`src/rtl/dma_axi_rd_burst_pkg.sv`:
```
// dma_axi_rd_burst_pkg: shared AXI constants, FSM state type and clog2 helper for the read DMA
package dma_axi_rd_burst_pkg;
    localparam logic [1:0] AXI_BURST_INCR = 2'b01;
    localparam logic [1:0] AXI_RESP_OKAY  = 2'b00;
    localparam int         AXI_4K_BYTES   = 4096;
    localparam logic [3:0] AXI_CACHE_DEF  = 4'b0011;
    localparam logic [2:0] AXI_PROT_DEF   = 3'b000;

    typedef enum logic [1:0] {S_IDLE, S_ADDR, S_DATA, S_FIN} state_t;

    function automatic int clog2(input int v);
        int r = 0;
        while ((1 << r) < v) r++;
        return r;
    endfunction
endpackage

```
`src/rtl/dma_axi_rd_burst_if.sv`:
```
// dma_axi_rd_burst_if: AXI4 read address/data channels plus the outgoing valid/ready stream
interface dma_axi_rd_burst_if #(
    parameter int ADDR_W = 32,
    parameter int DATA_W = 32,
    parameter int ID_W   = 1
);
    logic [ID_W-1:0]   arid;
    logic [ADDR_W-1:0] araddr;
    logic [7:0]        arlen;
    logic [2:0]        arsize;
    logic [1:0]        arburst;
    logic              arlock;
    logic [3:0]        arcache;
    logic [2:0]        arprot;
    logic [3:0]        arqos;
    logic              arvalid;
    logic              arready;
    logic [ID_W-1:0]   rid;
    logic [DATA_W-1:0] rdata;
    logic [1:0]        rresp;
    logic              rlast;
    logic              rvalid;
    logic              rready;
    logic              o_valid;
    logic [DATA_W-1:0] o_data;
    logic              o_last;
    logic              o_ready;

    modport master (
        output arid, araddr, arlen, arsize, arburst, arlock, arcache, arprot, arqos, arvalid,
        output rready, o_valid, o_data, o_last,
        input  arready, rid, rdata, rresp, rlast, rvalid, o_ready
    );
    modport slave (
        input  arid, araddr, arlen, arsize, arburst, arlock, arcache, arprot, arqos, arvalid,
        input  rready, o_valid, o_data, o_last,
        output arready, rid, rdata, rresp, rlast, rvalid, o_ready
    );
endinterface

```
`src/rtl/dma_axi_rd_burst_len.sv`:
```
// dma_axi_burst_len: next burst size = min(remaining beats, MAX_BURST, beats left before the 4 KB line)
module dma_axi_burst_len
    import dma_axi_rd_burst_pkg::*;
#(
    parameter int LEN_W     = 16,
    parameter int DATA_W    = 32,
    parameter int MAX_BURST = 16
) (
    input  logic [LEN_W-1:0]           rem,
    input  logic [11:0]                addr_lo,
    output logic [clog2(MAX_BURST):0]  burst,
    output logic [7:0]                 arlen
);
    localparam int SH = clog2(DATA_W / 8);
    localparam int CW = clog2(MAX_BURST) + 1;

    logic [12:0]   b4k;
    logic [CW-1:0] cap;

    always_comb begin
        b4k   = (13'(AXI_4K_BYTES) - {1'b0, addr_lo}) >> SH;
        cap   = (rem < LEN_W'(MAX_BURST)) ? CW'(rem) : CW'(MAX_BURST);
        burst = (13'(cap) <= b4k) ? cap : CW'(b4k);
        arlen = 8'(burst - 1'b1);
    end
endmodule

```
`src/rtl/dma_axi_rd_burst.sv`:
```
// dma_axi_rd_burst: AXI4 read DMA splitting one transfer into 4 KB-safe INCR bursts onto a stream
module dma_axi_rd_burst
    import dma_axi_rd_burst_pkg::*;
#(
    parameter int ADDR_W    = 32,
    parameter int DATA_W    = 32,
    parameter int LEN_W     = 16,
    parameter int MAX_BURST = 16,
    parameter int ID_W      = 1
) (
    input  logic              clk,
    input  logic              rst,
    input  logic              start,
    input  logic [ADDR_W-1:0] start_addr,
    input  logic [LEN_W-1:0]  len,
    output logic              busy,
    output logic              done,
    output logic              error,
    dma_axi_rd_burst_if.master bus
);
    localparam int BYTES = DATA_W / 8;
    localparam int CW    = clog2(MAX_BURST) + 1;

    state_t            state_q, state_d;
    logic [ADDR_W-1:0] addr_q, addr_d;
    logic [LEN_W-1:0]  rem_q, rem_d;
    logic [CW-1:0]     cnt_q, cnt_d, burst;
    logic              error_q, error_d, beat;
    logic [7:0]        arlen;

    dma_axi_burst_len #(.LEN_W(LEN_W), .DATA_W(DATA_W), .MAX_BURST(MAX_BURST)) u_len (
        .rem(rem_q), .addr_lo(addr_q[11:0]), .burst(burst), .arlen(arlen)
    );

    always_ff @(posedge clk or negedge rst) begin
        if (!rst) begin
            state_q <= S_IDLE;
            addr_q  <= '0;
            rem_q   <= '0;
            cnt_q   <= '0;
            error_q <= 1'b0;
        end else begin
            state_q <= state_d;
            addr_q  <= addr_d;
            rem_q   <= rem_d;
            cnt_q   <= cnt_d;
            error_q <= error_d;
        end
    end

    always_comb begin
        state_d = state_q;
        addr_d  = addr_q;
        rem_d   = rem_q;
        cnt_d   = cnt_q;
        error_d = error_q;
        beat    = state_q == S_DATA && bus.rvalid && bus.o_ready;
        case (state_q)
            S_IDLE: if (start) begin
                state_d = (len != '0) ? S_ADDR : S_FIN;
                addr_d  = start_addr & ~ADDR_W'(BYTES - 1);
                rem_d   = len;
                error_d = 1'b0;
            end
            S_ADDR: if (bus.arready) begin
                state_d = S_DATA;
                cnt_d   = burst;
            end
            S_DATA: if (beat) begin
                cnt_d  = cnt_q - 1'b1;
                rem_d  = rem_q - 1'b1;
                addr_d = addr_q + ADDR_W'(BYTES);
                // The local beat count, not rlast, decides where the burst ends
                if (bus.rresp != AXI_RESP_OKAY || bus.rlast != (cnt_q == CW'(1))) error_d = 1'b1;
                if (cnt_q == CW'(1)) state_d = (rem_q == LEN_W'(1)) ? S_FIN : S_ADDR;
            end
            default: state_d = S_IDLE;
        endcase
    end

    assign busy        = state_q == S_ADDR || state_q == S_DATA;
    assign done        = state_q == S_FIN;
    assign error       = error_q;
    assign bus.arid    = '0;
    assign bus.araddr  = addr_q;
    assign bus.arlen   = arlen;
    assign bus.arsize  = 3'(clog2(BYTES));
    assign bus.arburst = AXI_BURST_INCR;
    assign bus.arlock  = 1'b0;
    assign bus.arcache = AXI_CACHE_DEF;
    assign bus.arprot  = AXI_PROT_DEF;
    assign bus.arqos   = '0;
    assign bus.arvalid = state_q == S_ADDR;
    assign bus.rready  = state_q == S_DATA && bus.o_ready;
    assign bus.o_valid = state_q == S_DATA && bus.rvalid;
    assign bus.o_data  = bus.rdata;
    assign bus.o_last  = state_q == S_DATA && rem_q == LEN_W'(1);
endmodule

```
`src/flat_wrapper.sv`:
```
// flat-port wrapper written by rule: the top's interface ports become plain ports
module dma_axi_rd_burst_flat import dma_axi_rd_burst_pkg::*;
#(
    parameter int ADDR_W    = 32,
    parameter int DATA_W    = 32,
    parameter int LEN_W     = 16,
    parameter int MAX_BURST = 16,
    parameter int ID_W      = 1
)
  (clk, rst, start, start_addr, len, busy, done, error, bus_arid, bus_araddr, bus_arlen, bus_arsize, bus_arburst, bus_arlock, bus_arcache, bus_arprot, bus_arqos, bus_arvalid, bus_rready, bus_o_valid, bus_o_data, bus_o_last, bus_arready, bus_rid, bus_rdata, bus_rresp, bus_rlast, bus_rvalid, bus_o_ready);
  dma_axi_rd_burst_if #(.ADDR_W(ADDR_W), .DATA_W(DATA_W), .ID_W(ID_W)) bus_i ();
  input  logic clk;
  input  logic rst;
  input  logic start;
  input  logic [ADDR_W-1:0] start_addr;
  input  logic [LEN_W-1:0] len;
  output logic busy;
  output logic done;
  output logic error;
  output wire logic [$bits(bus_i.arid)-1:0] bus_arid;
  output wire logic [$bits(bus_i.araddr)-1:0] bus_araddr;
  output wire logic [$bits(bus_i.arlen)-1:0] bus_arlen;
  output wire logic [$bits(bus_i.arsize)-1:0] bus_arsize;
  output wire logic [$bits(bus_i.arburst)-1:0] bus_arburst;
  output wire logic [$bits(bus_i.arlock)-1:0] bus_arlock;
  output wire logic [$bits(bus_i.arcache)-1:0] bus_arcache;
  output wire logic [$bits(bus_i.arprot)-1:0] bus_arprot;
  output wire logic [$bits(bus_i.arqos)-1:0] bus_arqos;
  output wire logic [$bits(bus_i.arvalid)-1:0] bus_arvalid;
  output wire logic [$bits(bus_i.rready)-1:0] bus_rready;
  output wire logic [$bits(bus_i.o_valid)-1:0] bus_o_valid;
  output wire logic [$bits(bus_i.o_data)-1:0] bus_o_data;
  output wire logic [$bits(bus_i.o_last)-1:0] bus_o_last;
  input wire logic [$bits(bus_i.arready)-1:0] bus_arready;
  input wire logic [$bits(bus_i.rid)-1:0] bus_rid;
  input wire logic [$bits(bus_i.rdata)-1:0] bus_rdata;
  input wire logic [$bits(bus_i.rresp)-1:0] bus_rresp;
  input wire logic [$bits(bus_i.rlast)-1:0] bus_rlast;
  input wire logic [$bits(bus_i.rvalid)-1:0] bus_rvalid;
  input wire logic [$bits(bus_i.o_ready)-1:0] bus_o_ready;
  assign bus_arid = bus_i.arid;
  assign bus_araddr = bus_i.araddr;
  assign bus_arlen = bus_i.arlen;
  assign bus_arsize = bus_i.arsize;
  assign bus_arburst = bus_i.arburst;
  assign bus_arlock = bus_i.arlock;
  assign bus_arcache = bus_i.arcache;
  assign bus_arprot = bus_i.arprot;
  assign bus_arqos = bus_i.arqos;
  assign bus_arvalid = bus_i.arvalid;
  assign bus_rready = bus_i.rready;
  assign bus_o_valid = bus_i.o_valid;
  assign bus_o_data = bus_i.o_data;
  assign bus_o_last = bus_i.o_last;
  assign bus_i.arready = bus_arready;
  assign bus_i.rid = bus_rid;
  assign bus_i.rdata = bus_rdata;
  assign bus_i.rresp = bus_rresp;
  assign bus_i.rlast = bus_rlast;
  assign bus_i.rvalid = bus_rvalid;
  assign bus_i.o_ready = bus_o_ready;
  dma_axi_rd_burst #(.ADDR_W(ADDR_W), .DATA_W(DATA_W), .LEN_W(LEN_W), .MAX_BURST(MAX_BURST), .ID_W(ID_W)) u_core (.clk(clk), .rst(rst), .start(start), .start_addr(start_addr), .len(len), .busy(busy), .done(done), .error(error), .bus(bus_i));
endmodule
```
`config.mk`:
```
export PLATFORM = sky130hd
export DESIGN_NAME = dma_axi_rd_burst_flat
export DESIGN_NICKNAME = d
export VERILOG_FILES = /design/src/rtl/dma_axi_rd_burst_pkg.sv /design/src/rtl/dma_axi_rd_burst_if.sv /design/src/rtl/dma_axi_rd_burst_len.sv /design/src/rtl/dma_axi_rd_burst.sv /design/src/flat_wrapper.sv
export SDC_FILE = /design/constraint.sdc
export NUM_CORES = 1
export LEC_CHECK = 0
export CAP_MARGIN = 10
export CORE_ASPECT_RATIO = 0.5
export CORE_MARGIN = 10
export CORE_UTILIZATION = 45
export CTS_CLUSTER_SIZE = 25
export DETAILED_ROUTE_END_ITERATION = 8
export PLACE_DENSITY = 0.82
export SLEW_MARGIN = 20
export SYNTH_ARGS = -nofsm -noshare
export SYNTH_HDL_FRONTEND = slang
export SYNTH_HIERARCHICAL = 1
export SYNTH_SLANG_ARGS = --single-unit
```
`constraint.sdc`:
```
create_clock -name clk -period 4.7 [get_ports clk]
set_input_delay 0.94 -clock clk [delete_from_list [all_inputs] [get_ports clk]]
set_output_delay 0.94 -clock clk [all_outputs]
set_load 0.02 [all_outputs]
```
==> flow_summary_export.csv <==
group,metric,value,unit
placement,port_buffers,99,
synth,syn_avg_cell_area,8.069,µm²
synth,ys_seq_elements,54,
floorplan,std_cell_rows,26,
setup_path,critPathCaptureType,"output pin",
global_route,first_global_vias,4837,
setup_path,crit_path_start_kind,"flop",
synth,synth-edff-count,0,
status,status,"finished, final reports clean",
synth,synth_top_flop_cell,"dfrtp_1",
synth,syn_inst,599,
route,drtIter0Drc,577,
clock_network,root_buffer,"clkbuf_16",
floorplan,fp.dieW,166.6,µm
route,vias,4838,
setup_path,critPathMaxFanout,5,
clock_network,tritoncts,"done",
setup_path,path_buf_inv,3,
finish,layout.cells.non_filler,822,
finish,syn_to_final_growth,25.58,%
synth,yosysWarnings,6,
finish,drive_above_1_share,0.1290,
floorplan,io_pins,187,
setup_path,critPathKind,"reg2out",
setup_path,max_stage_delay,0.42,ns
timing,maxSlewHeadroom,0.2637,
floorplan,die_area,15540,µm²
global_route,grt_start_max_net_pins,43,
setup_path,crit_slowest_cell,"dfrtp_1",
route,wire_per_inst,18.45,µm
clock_network,cts-htree-levels,2,
finish,layout.area.seq,1351,µm²
finish,nNetsFinal,786,
power_and_ir_drop,p_leak,0.002539,µW
placement,placedCellCount,813,
placement,place.gp.congestion,0.9108,
timing,hold_violations,0,
floorplan,start_util,0.4672,
timing,finalCriticalPeriod,4.552,ns
placement,hpwl,11110,µm
clock_network,cts.sinks,54,
flow_run,max_cap_viol_count,0,
floorplan,die_h,93.29,µm
setup_path,path_cells,"nor4_4 -> buf_4 -> and3_4 -> nand2_1 -> inv_1 -> ha_1 -> o21a_1 -> o22ai_2 -> a21oi_4 -> nand3_4 -> mux2_4 -> ha_4 -> o32ai_4 -> xnor2_1 -> mux2_1 -> buf_2",
floorplan,core,10340,µm²
finish,fin_area,6070,µm²
timing,skew,0.009315,ns
timing,timing.final.crit_share,0.9684,
clock_network,insertion_delay,0.31,ns
global_route,grtUsageTotal,0.1867,
finish,diodes,0,
finish,layout_common_cells,"clkdlybuf4s50_1, nand2_1, dfrtp_1, nor2_1, buf_4",
placement,place_area,5837,µm²
clock_network,cts_buffers,5,
power_and_ir_drop,peakVddDrop,0.2414,mV
synth,async_reset_ff_frac,1.000,
power_and_ir_drop,cellPowerDensity,641.9,nW/µm²
route,drcViolationCount,0,
finish,multi_input_area,3014,µm²
route,first_pass_iters,5,
clock_network,holdBufCountCts,0,
setup_path,rrSetupSlack,1.88,ns
route,via_per_inst,5.886,
global_route,antenna_found_initial,0,
timing,worst_pin_slew,1.100,ns
synth,yosysSeqAreaShare,0.2796,
timing,drv_slew,0,
global_route,overflow,0,
route,finalWirelength,15170,µm
global_route,grt_pass1_wl,24400,µm
setup_path,cp_top_family,"simple AND/OR/NAND/NOR gates",
setup_path,required,3.76,ns
synth,ys_types,64,
timing,setup_viol_count_final,0,
clock_network,cts_buffer_depth,2,
finish,final_common_cell,"clkdlybuf4s50_1",
timing,fmax,219.7,MHz
power_and_ir_drop,power,3896,µW
min_path,hold_class,"reg2reg",
clock_network,clk_pin_slew,0.08,ns
timing,rsz0062_at_grt,"true",
synth,synth_area,4833,µm²
setup_path,arrival,3.61,ns
route,ant_nets,0,
finish,n_fill_cell,901,
synth_stat cells, types with 6 or more instances:
library cell / count / area share
nand2_1: 61 / 0.047
buf_4: 55 / 0.085
dfrtp_1: 54 / 0.28
nor2_1: 53 / 0.041
a21oi_1: 32 / 0.033
clkbuf_1: 28 / 0.022
nand3_1: 27 / 0.028
mux2i_1: 22 / 0.046
nand4_1: 20 / 0.026
inv_1: 19 / 0.015
o21ai_0: 19 / 0.020
nor3_1: 16 / 0.017
o22ai_1: 16 / 0.021
ha_1: 15 / 0.039
nor4_1: 13 / 0.017
a32oi_1: 9 / 0.016
a31oi_1: 8 / 0.010
o21ai_1: 8 / 0.0083
xor2_1: 8 / 0.014
nand2b_1: 7 / 0.0091
a22oi_1: 6 / 0.0093
and3_1: 6 / 0.0078
o221a_2: 6 / 0.014
what timing repair did:
| item | 4_1_cts | 5_1_grt |
|---|---|---|
| endpoints found under the setup margin | 6 | 6 |
| pin swaps | 0 | 1 |
| endpoints found under the hold margin | 0 | 0 |
| resized for setup | 14 | 8 |
| buffers inserted | 0 | 1 |
| cloned | 0 | 0 |
area by class of cell:
| cell class | instances | share of cell area |
|---|---|---|
| inverter | 19 | 0.01175 |
| multi-input combinational | 459 | 0.4966 |
| sequential | 54 | 0.2226 |
| clock inverter | 2 | 0.002886 |
| tap | 140 | 0.02886 |
| timing repair buffer | 142 | 0.2144 |
| clock buffer | 6 | 0.02288 |
cell families after synthesis:
kind of cell / count (synthesis) / synth area share
compound gates: 141 / 0.1980
xor+xnor: 10 / 0.01812
fa+ha+maj: 15 / 0.03883
buf+inv: 110 / 0.1323
flops: 54 / 0.2796
mux: 28 / 0.06238
other cells: 2 / 0.001554
simple gates: 239 / 0.2692
flip-flops by register name, indices dropped and copies added (netlist names):
register,cells
u_core/bus.araddr,30
u_core/cnt_q,5
u_core/error,1
u_core/rem_q,16
u_core/state_q,2
routing by layer:
metal	share of wire	track usage	up-vias
li1	-	-	2273
met1	0.41	0.2190	2281
met2	0.49	0.3210	232
met3	0.077	0.04553	52
met4	0.028	0.08503	0
met5	0	0	-
worst register-to-register path, stage by stage (launching register included):
cell and delay, ns:
dfrtp_1 0.42, nor4_4 0.29, buf_4 0.16, and3_4 0.21, nand2_1 0.08, inv_1 0.08
ha_1 0.24, o21a_1 0.20, o22ai_2 0.15, a21oi_4 0.06, nand3_4 0.10, buf_4 0.19
mux2i_1 0.24, inv_1 0.05, o21ai_0 0.13, nand2_1 0.06, o21ai_0 0.06
power breakdown:
part	leakage, µW	internal (µW)	switching, µW
registers	0.000637	701	342
clock network	0.0000770	215	189
logic	0.00183	1070	1380
final timing paths:
path	to	from	depth (start not counted)
min in group asynchronous	u_core/bus.araddr[30]$_DFFE_PN0P_	rst	1
max reg2reg	u_core/cnt_q[0]$_DFFE_PN0P_	u_core/rem_q[15]$_DFFE_PN0P_	16
max in group asynchronous	u_core/cnt_q[4]$_DFFE_PN0P_	rst	2
min	u_core/error$_DFFE_PN0P_	u_core/error$_DFFE_PN0P_	2
max	bus_arlen[4]	u_core/rem_q[15]$_DFFE_PN0P_	16
min reg2reg	u_core/error$_DFFE_PN0P_	u_core/error$_DFFE_PN0P_	2
stage by stage:
step	util	setup slack (ns)	hold slack [ns]	setup TNS, ns
2_1_floorplan	-	0.1122	0.5001	0
3_3_place_gp	0.5642	-0.1852	0.4802	-0.3334
3_5_place_dp	0.5642	-0.3117	0.4886	-0.6135
4_1_cts	0.5815	0.01584	0.5055	0
5_1_grt	0.5867	-0.008940	0.5509	-0.01021
6_report	0.5867	0.1483	0.5019	0
No activity file was read; power rests on OpenSTA's default activity.
